<file path="src/rtl/moving_avg_filter.sv">
// moving_avg_filter: multi-channel moving-average FIR over the last 2**LOG2_N samples.
// Each channel keeps a circular history buffer and a running sum, so every accepted
// sample costs one add and one subtract instead of an N-input adder tree. A bypass
// mode passes raw samples while still tracking history, and a synchronous clear
// flushes all history.
module moving_avg_filter #(
    parameter int DATA_W   = 24,
    parameter int LOG2_N   = 3,
    parameter int CHANNELS = 2
) (
    input  logic                         clock,
    input  logic                         reset_n,
    input  logic                         clear,
    input  logic                         bypass,
    input  logic                         in_valid,
    input  logic [CHANNELS*DATA_W-1:0]   in_data,
    output logic                         out_valid,
    output logic [CHANNELS*DATA_W-1:0]   out_data,
    output logic                         primed
);

    localparam int N      = 1 << LOG2_N;
    localparam int ACC_W  = DATA_W + LOG2_N;
    // A window of one still needs a one-bit pointer; it simply never leaves 0.
    localparam int PTR_W  = (LOG2_N > 0) ? LOG2_N : 1;
    localparam int FILL_W = $clog2(N + 1);

    // History, running sums and shared window bookkeeping.
    logic signed [DATA_W-1:0] hist_mem [CHANNELS][N];
    logic signed [ACC_W-1:0]  acc      [CHANNELS];
    logic [PTR_W-1:0]         wptr;
    logic [FILL_W-1:0]        fill;

    // Per-channel combinational view of the current edge.
    logic signed [DATA_W-1:0] sample   [CHANNELS];
    logic signed [DATA_W-1:0] oldest   [CHANNELS];
    logic signed [ACC_W-1:0]  sum      [CHANNELS];
    logic [CHANNELS*DATA_W-1:0] next_out;

    logic accept;
    assign accept = in_valid && !clear;

    // Unpack samples, form the new running sum and the candidate output word.
    always_comb begin
        // NOTE: every always_comb output gets a default first so no path can infer a latch.
        next_out = '0;
        for (int c = 0; c < CHANNELS; c++) begin
            sample[c] = in_data[c*DATA_W +: DATA_W];
            oldest[c] = hist_mem[c][wptr];
            // Sign-extending casts keep the sum exact; ACC_W bits cannot overflow.
            sum[c]    = acc[c] + ACC_W'(sample[c]) - ACC_W'(oldest[c]);
            // Arithmetic shift floors toward -inf; the quotient always fits DATA_W.
            next_out[c*DATA_W +: DATA_W] = bypass ? sample[c] : DATA_W'(sum[c] >>> LOG2_N);
        end
    end

    // Window state, accumulators and registered outputs.
    always_ff @(posedge clock or negedge reset_n) begin
        if (!reset_n) begin
            // NOTE: the history buffer is reset like any other register because a stale
            // sample would otherwise leak into the warm-up average after reset.
            for (int c = 0; c < CHANNELS; c++) begin
                for (int i = 0; i < N; i++) hist_mem[c][i] <= '0;
                acc[c] <= '0;
            end
            wptr      <= '0;
            fill      <= '0;
            out_valid <= 1'b0;
            out_data  <= '0;
            primed    <= 1'b0;
        end else if (clear) begin
            for (int c = 0; c < CHANNELS; c++) begin
                for (int i = 0; i < N; i++) hist_mem[c][i] <= '0;
                acc[c] <= '0;
            end
            wptr      <= '0;
            fill      <= '0;
            out_valid <= 1'b0;
            out_data  <= '0;
            primed    <= 1'b0;
        end else if (accept) begin
            // NOTE: non-blocking assignments so every register samples pre-edge values.
            for (int c = 0; c < CHANNELS; c++) begin
                hist_mem[c][wptr] <= sample[c];
                acc[c]            <= sum[c];
            end
            wptr <= (wptr == PTR_W'(N - 1)) ? '0 : wptr + 1'b1;
            if (fill != FILL_W'(N)) fill <= fill + 1'b1;
            // Primed once this accept brings the fill count to N.
            primed    <= primed || (fill >= FILL_W'(N - 1));
            out_valid <= 1'b1;
            out_data  <= next_out;
        end else begin
            out_valid <= 1'b0;
        end
    end

endmodule

</file>
<file path="config.mk">
export PLATFORM = sky130hd
export DESIGN_NAME = moving_avg_filter
export DESIGN_NICKNAME = d
export VERILOG_FILES = /design/src/rtl/moving_avg_filter.sv
export SDC_FILE = /design/constraint.sdc
export NUM_CORES = 1
export LEC_CHECK = 0
export ABC_AREA = 1
export CORE_MARGIN = 2
export CORE_UTILIZATION = 30
export CTS_BUF_LIST = sky130_fd_sc_hd__clkbuf_8
export CTS_CLUSTER_DIAMETER = 150
export DETAILED_ROUTE_END_ITERATION = 8
export PLACE_DENSITY_LB_ADDON = 0.05
export SLEW_MARGIN = 20
export SYNTH_ARGS = -nofsm -noshare
export SYNTH_HDL_FRONTEND = slang
export SYNTH_SLANG_ARGS = --single-unit
</file>
<file path="constraint.sdc">
create_clock -name clock -period 7.77 [get_ports clock]
set_input_delay 1.9425 -clock clock [delete_from_list [all_inputs] [get_ports clock]]
set_output_delay 1.9425 -clock clock [all_outputs]
set_load 0.02 [all_outputs]
</file>
==> reports/metrics.csv, run 1 <==
stage,metric,value,unit
run_status,outcome,finished clean,
sta,final-hold-violation-count,0,
worst_setup_path,crit_required,8.39,ns
grt,grt-ovfl-total,0,
pwr,pwr-share-seq,30.6,%
clock_network,cts_resized,0,
pwr,p_clk_share,25.7,%
clock_network,numCtsBuffers,92,
pwr,swShare,43.1,%
synthesis,synthTopCellsByArea,"dfrtp_1 (47%), nand2_1 (9.4%), inv_1 (8.3%)",
synthesis,syn-num-nets,3415,
synthesis,synth_cells,3250,
cells_and_area,fin_nets,3476,
pwr,power_density,313,nW/µm²
min_path,holdPathStages,2,
route,routed_wl,108000,µm
cells_and_area,final_util,34.8,%
worst_setup_path,crit_path_max_fanout,42,
clock_network,cts_htree_levels,3,
clock_network,cts_setup_buffers,0,
die,start_util,30.4,%
synthesis,synth_seq_cells,495,
placement,hpwl,68400,µm
sta,min_period,5.10,ns
grt,grt_pass1_wl,159000,µm
synthesis,synth_edf_count,0,
cells_and_area,layout_common_cells,"nand2_1 (657), inv_1 (617), dfrtp_1 (495)",
clock_network,cts_hold_buffers,0,
synthesis,yosysTopAreaCell,dfrtp_1,
synthesis,synthArstFlopShare,100,%
grt,grt_start_max_net_pins,169,
sta,maxSlewViolCount,0,
min_path,hold_path.class,flip-flop to flip-flop,
worst_setup_path,reg2reg_slack,2.67,ns
synthesis,netlist_area,26400,µm²
pwr,p_sw,4.08,mW
cells_and_area,final_common_cell,nand2_1,
synthesis,synth_top_family_by_area,simple AND/OR/NAND/NOR gates,
worst_setup_path,slowest_stage,buf_4,
sta,final.setup.tns,0,ns
route,wire_per_inst,23.8,µm
clock_network,cts.sinks,495,
placement,gp_congestion,0.890,
pwr,internal-power,5.39,mW
clock_network,path_clk_slew,0.06,ns
synthesis,synthDominantCellAreaShare,46.8,%
worst_setup_path,path_cells,inv_2 -> nand3_2 -> buf_4 -> inv_2 -> buf_4 -> a221oi_1 -> nand4_1 -> fa_1 -> inv_1 -> ha_1 -> nand2_1 -> nor2_1 -> nand3_1 -> nand3_1 -> xor2_1 -> nor2_1 -> o21ai_0,
clock_network,insertion_delay,0.72,ns
route,drt_pass1_iterations,6,
worst_setup_path,reg2reg_from,wptr[0]$_DFFE_PN0P_,
route,ant_nets,0,
die,die_w,301,µm
clock_network,clk_path_buf_depth,3,
route,vias,23600,
clock_network,cts_root_buffer,clkbuf_8,
cells_and_area,fillers,9264,
worst_setup_path,worstSetupPathType,flip-flop to flip-flop,
worst_setup_path,r2r_cells,17,
die,rows,108,
synthesis,seq_area_frac_synth,46.8,%
synthesis,synthMuxAreaShare,0,%
synthesis,synthAdderAreaFrac,6.78,%
die,fp.coreArea,87000,µm²
pwr,leakage,14.6,nW
synthesis,yosys.cell_types.count,35,
worst_setup_path,r2r_end,out_data[7]$_DFFE_PN0P_,
min_path,min_to,out_data[21]$_DFFE_PN0P_,
die,die_y,301,µm
sta,fin_ws,2.67,ns
synthesis,synth_area_per_cell,8.14,µm²
clock_network,cts_tree,built,
route,drc,0,
sta,skew,0.0273,ns
sta,slew_headroom,32.2,%
pwr,pwr-share-comb,43.6,%
sta,rsz0062_at_grt,no,
cells_and_area,syn_to_final_growth,14.5,%
worst_setup_path,endpoint_kind,flip-flop,
sta,finalCritPeriodShare,65.6,%
worst_setup_path,cpPeakStageDelay,0.53,ns
min_path,worstHoldStart,out_data[21]$_DFFE_PN0P_,
die,die_area,90500,µm²
route,vias_per_cell,5.21,
sta,setup_viol,0,
grt,grt_antenna_before_repair,2,
run,cap_viol_max_count,0,
synthesis,synth-compound-area-share,16.1,%
grt,grt_usage,23.8,%
die,io_pins,103,
placement,place_ws,2.58,ns
route,drtIter0Drc,1782,
sta,fmax,196,MHz
synthesis,synth_xor_area_share,1.03,%
worst_setup_path,worstSetupStartpointType,flip-flop,
cells_and_area,drive_above_1_share,5.75,%
synthesis,synthSimpleGateAreaFrac,18.0,%
synthesis,synth_ff_type,dfrtp_1,
synthesis,ys_warn_count,0,
grt,grt_pass1_vias,23600,
pwr,ir_drop,0.129,mV
placement,numPortBuffers,102,
sta,tightestPinTransition,1.02,ns
worst_setup_path,arrival,5.72,ns
==> logic make-up after synthesis <==
| logic type | Yosys count |
|---|---|
| flip-flops | 495 |
| adder cells (fa/ha/maj) | 112 |
| buffers and inverters | 769 |
| AO/OA/AOI/OAI | 718 |
| AND/OR/NAND/NOR | 1125 |
| XOR/XNOR | 31 |
==> power groups by stage <==
stage / clock network (mW) / registers [mW] / logic, mW
global route: 2.62 / 2.92 / 4.68
global placement: 0 / 2.94 / 4.16
CTS: 2.51 / 2.90 / 4.15
detailed placement: 0 / 2.94 / 4.13
finish: 2.43 / 2.90 / 4.13
floorplan: 0 / 2.98 / 2.73
==> metrics by stage <==
stage          total power [mW]  cells  hold WS, ns  instance area, µm²
2_1_floorplan              5.72   3250        0.469               26400
3_3_place_gp               7.10   4372        0.464               28600
3_5_place_dp               7.08   4372        0.468               28600
4_1_cts                    9.57   4526        0.484               30300
5_1_grt                    10.2   4527        0.521               30300
6_report                   9.47   4527        0.480               30300
==> state kept, by name, summed over array words and instances, names as in the netlist <==
| name | count |
|---|---|
| out_data | 48 |
| primed | 1 |
| acc | 54 |
| fill | 4 |
| hist_mem | 384 |
| out_valid | 1 |
| wptr | 3 |
==> cell usage after synthesis (all sizes together) (22+ instances only) <==
| cell type | instances |
|---|---|
| nand2 | 668 |
| inv | 591 |
| dfrtp | 495 |
| nand3 | 332 |
| o21ai | 273 |
| o22ai | 250 |
| buf | 101 |
| a21oi | 90 |
| nor2 | 88 |
| clkbuf | 76 |
| ha | 60 |
| fa | 52 |
| a221oi | 42 |
| nand4 | 33 |
| a22oi | 32 |
| xnor2 | 22 |
==> metal layers <==
layer | GRT usage [%] | part of all wire, %
met5 | 0 | 0.012
met4 | 7.31 | 2.6
met3 | 5.87 | 7.3
met2 | 36.2 | 44
met1 | 33.3 | 46
==> worst max path at each step <==
stage / from / to / slack [ns] / cells after the start
2_1_floorplan: in_data[25] / out_data[37]$_DFFE_PN0P_ / 3.87 / 14
3_3_place_gp: in_data[26] / out_data[36]$_DFFE_PN0P_ / 2.56 / 15
3_5_place_dp: in_data[26] / out_data[32]$_DFFE_PN0P_ / 2.58 / 14
4_1_cts: wptr[0]$_DFFE_PN0P_ / out_data[7]$_DFFE_PN0P_ / 2.71 / 17
5_1_grt: wptr[2]$_DFFE_PN0P_ / out_data[32]$_DFFE_PN0P_ / 2.29 / 18
6_report: wptr[0]$_DFFE_PN0P_ / out_data[7]$_DFFE_PN0P_ / 2.67 / 17
==> final cells by class <==
class	count	area [µm²]	share of cell area, %
inverters	592	2230	7.37
repair buffers	144	1380	4.56
clock buffers	110	1510	5.00
diodes	1	2.50	0.00827
multi-input cells	1986	11100	36.8
flip-flops and latches	495	12400	40.9
clock inverters	44	188	0.620
well taps	1155	1450	4.77
==> critical path, delay by kind of cell, from the launching register on <==
kind | cells | cell delay [ns]
compound gates | 2 | 0.66
buf+inv | 5 | 1.34
fa+ha+maj | 2 | 0.86
flops | 1 | 0.50
simple gates | 7 | 1.22
xor+xnor | 1 | 0.37
No activity file was read; power rests on OpenSTA's default activity.
==> inputs of run 2 (changes only) <==
==> constraint.sdc (replaced) <==
create_clock -name clock -period 5.34 [get_ports clock]
set_input_delay 1.335 -clock clock [delete_from_list [all_inputs] [get_ports clock]]
set_output_delay 1.335 -clock clock [all_outputs]
set_load 0.02 [all_outputs]
==> run 2 against run 1 <==
Non-clock buffer count rose by 26. First-iteration DRC count rose by 6.8%. Combinational power rose by 45%. Critical path depth did not move.
==> reports/metrics.csv, run 2 (synthesis results as in run 1) <==
stage,metric,value,unit,change
worst_setup_path,worstSetupPathType,flip-flop to flip-flop,,unchanged
route,ant_nets,0,,unchanged
cells_and_area,fin_nets,3506,,was 3476
die,rows,108,,unchanged
clock_network,clk_path_buf_depth,3,,unchanged
pwr,power_density,461,nW/µm²,was 313 nW/µm²
worst_setup_path,arrival,5.33,ns,was 5.72 ns
worst_setup_path,path_cells,inv_1 -> nand3_2 -> buf_4 -> o22ai_1 -> a221oi_1 -> o2111ai_1 -> fa_1 -> inv_1 -> ha_1 -> nand2_1 -> nand3_1 -> nand2_1 -> nand2_1 -> xnor2_1 -> nand2_1 -> o211ai_1 -> nand2_1,,was inv_2 -> nand3_2 -> buf_4 -> inv_2 -> buf_4 -> a221oi_1 -> nand4_1 -> fa_1 -> inv_1 -> ha_1 -> nand2_1 -> nor2_1 -> nand3_1 -> nand3_1 -> xor2_1 -> nor2_1 -> o21ai_0
placement,gp_congestion,0.861,,was 0.890
worst_setup_path,endpoint_kind,flip-flop,,unchanged
sta,setup_viol,0,,unchanged
sta,fmax,210,MHz,was 196 MHz
worst_setup_path,cp_top_family,compound AO/OA/AOI/OAI gates,,was buffers and inverters
clock_network,cts_resized,0,,unchanged
pwr,ir_drop,0.176,mV,was 0.129 mV
die,die_area,90500,µm²,unchanged
sta,final-hold-violation-count,0,,unchanged
route,routed_wl,109000,µm,was 108000 µm
die,start_util,30.4,%,unchanged
worst_setup_path,crit_path_max_fanout,13,,was 42
sta,finalCritPeriodShare,89.0,%,was 65.6%
route,drtIter0Drc,1903,,was 1782
clock_network,cts_htree_levels,3,,unchanged
worst_setup_path,cpPeakStageDelay,0.67,ns,was 0.53 ns
clock_network,cts.sinks,495,,unchanged
grt,grt_antenna_before_repair,2,,unchanged
route,wire_per_inst,23.8,µm,about the same
pwr,leakage,14.8,nW,was 14.6 nW
cells_and_area,layout_common_cells,"nand2_1 (658), inv_1 (607), dfrtp_1 (495)",,"was nand2_1 (657), inv_1 (617), dfrtp_1 (495)"
clock_network,cts_hold_buffers,0,,unchanged
cells_and_area,largest_reg_flops,384,,unchanged
placement,numPortBuffers,102,,unchanged
cells_and_area,largestRegisters,"hist_mem x384, acc x54, out_data x48",,unchanged
clock_network,insertion_delay,0.71,ns,was 0.72 ns
min_path,hold_path.class,flip-flop to flip-flop,,unchanged
route,drc,0,,unchanged
grt,grt_pass1_wl,162000,µm,was 159000 µm
cells_and_area,syn_to_final_growth,16.6,%,was 14.5%
cells_and_area,largest_register,hist_mem,,unchanged
worst_setup_path,cpMostUsedCell,nand2_1,,
clock_network,numCtsBuffers,96,,was 92
sta,rsz0062_at_grt,no,,unchanged
grt,grt-ovfl-total,0,,unchanged
sta,final.setup.tns,0,ns,unchanged
grt,grt_usage,24.1,%,was 23.8%
clock_network,cts_setup_buffers,0,,unchanged
sta,maxSlewViolCount,0,,unchanged
grt,grt_pass1_vias,24400,,was 23.6k
route,vias,23800,,was 23.6k
clock_network,cts_root_buffer,clkbuf_8,,unchanged
die,io_pins,103,,unchanged
worst_setup_path,crit_required,5.91,ns,was 8.39 ns
run,cap_viol_max_count,0,,unchanged
sta,slew_headroom,27.8,%,was 32.2%
sta,min_period,4.75,ns,was 5.10 ns
clock_network,cts_tree,built,,unchanged
sta,skew,0.0253,ns,was 0.0273 ns
worst_setup_path,slowest_stage,a221oi_1,,was buf_4
cells_and_area,final_common_cell,nand2_1,,unchanged
route,drt_pass1_iterations,5,,was 6
worst_setup_path,critPathBufInv,3,,was 5
worst_setup_path,worstSetupStartpointType,flip-flop,,unchanged
die,fp.coreArea,87000,µm²,unchanged
placement,hpwl,70800,µm,was 68400 µm
die,die_y,301,µm,unchanged
clock_network,path_clk_slew,0.06,ns,about the same
run_status,outcome,finished clean,,unchanged
grt,grt_start_max_net_pins,98,,was 169
die,die_w,301,µm,unchanged
cells_and_area,fillers,9162,,was 9264
route,vias_per_cell,5.21,,about the same
cells_and_area,final_util,35.4,%,was 34.8%
cells_and_area,drive_above_1_share,7.18,%,was 5.75%
sta,tightestPinTransition,1.08,ns,was 1.02 ns
[run 2: final cells by class]
class                           instances  area, µm²  share of cell area, %
Antenna cell                            1       2.50                0.00812
Sequential cell                       495      12400                   40.2
Tap cell                             1155       1450                   4.69
Inverter                              592       2230                   7.23
Multi-Input combinational cell       1986      11100                   36.1
Timing Repair Buffer                  170       1650                   5.36
Clock buffer                          123       1690                   5.49
Clock inverter                         48        300                  0.974
[run 2: path summary, 6_finish.rpt]
path                                    startpoint                         to  slack [ns]  depth (start not counted)
setup / recovery               wptr[1]$_DFFE_PN0P_    out_data[2]$_DFFE_PN0P_        0.59                         17
hold / removal             out_data[2]$_DFFE_PN0P_    out_data[2]$_DFFE_PN0P_        0.48                          2
setup reg to reg               wptr[1]$_DFFE_PN0P_    out_data[2]$_DFFE_PN0P_        0.59                         17
hold reg to reg            out_data[2]$_DFFE_PN0P_    out_data[2]$_DFFE_PN0P_        0.48                          2
max in group asynchronous                  reset_n  hist_mem[109]$_DFFE_PN0P_        3.52                          2
min in group asynchronous                  reset_n   out_data[13]$_DFFE_PN0P_        0.60                          1
[run 2: layer usage]
layer | GRT usage, % | share of wire (%)
met1 | 34.1 | 47
met2 | 36.8 | 44
met3 | 5.24 | 6.5
met4 | 6.86 | 2.3
met5 | 0 | 0
[run 2: tightest hold or removal path, delay by kind of cell, from the launching register on]
family	cells	cell delay, ns
simple gates	2	0.10
flops	1	0.34
[run 2: power breakdown]
| group | switching, mW | total (mW) | leakage [nW] | internal [mW] |
|---|---|---|---|---|
| Sequential | 0.145 | 4.22 | 6.80 | 4.07 |
| Combinational | 4.05 | 6.00 | 6.89 | 1.95 |
| Clock | 1.82 | 3.98 | 1.14 | 2.17 |
| Total | 6.01 | 14.2 | 14.8 | 8.19 |
[run 2: metrics by stage]
stage / instance area (µm²) / std cells / setup slack [ns] / power (mW) / hold WS [ns]
6_report: 30800 / 4570 / 0.586 / 14.2 / 0.480
2_1_floorplan: 26400 / 3250 / 2.04 / 8.32 / 0.469
3_3_place_gp: 28800 / 4398 / 0.674 / 10.3 / 0.466
5_1_grt: 30800 / 4570 / 0.385 / 15.4 / 0.497
3_5_place_dp: 28800 / 4398 / 0.714 / 10.3 / 0.470
4_1_cts: 30800 / 4569 / 0.671 / 14.4 / 0.486
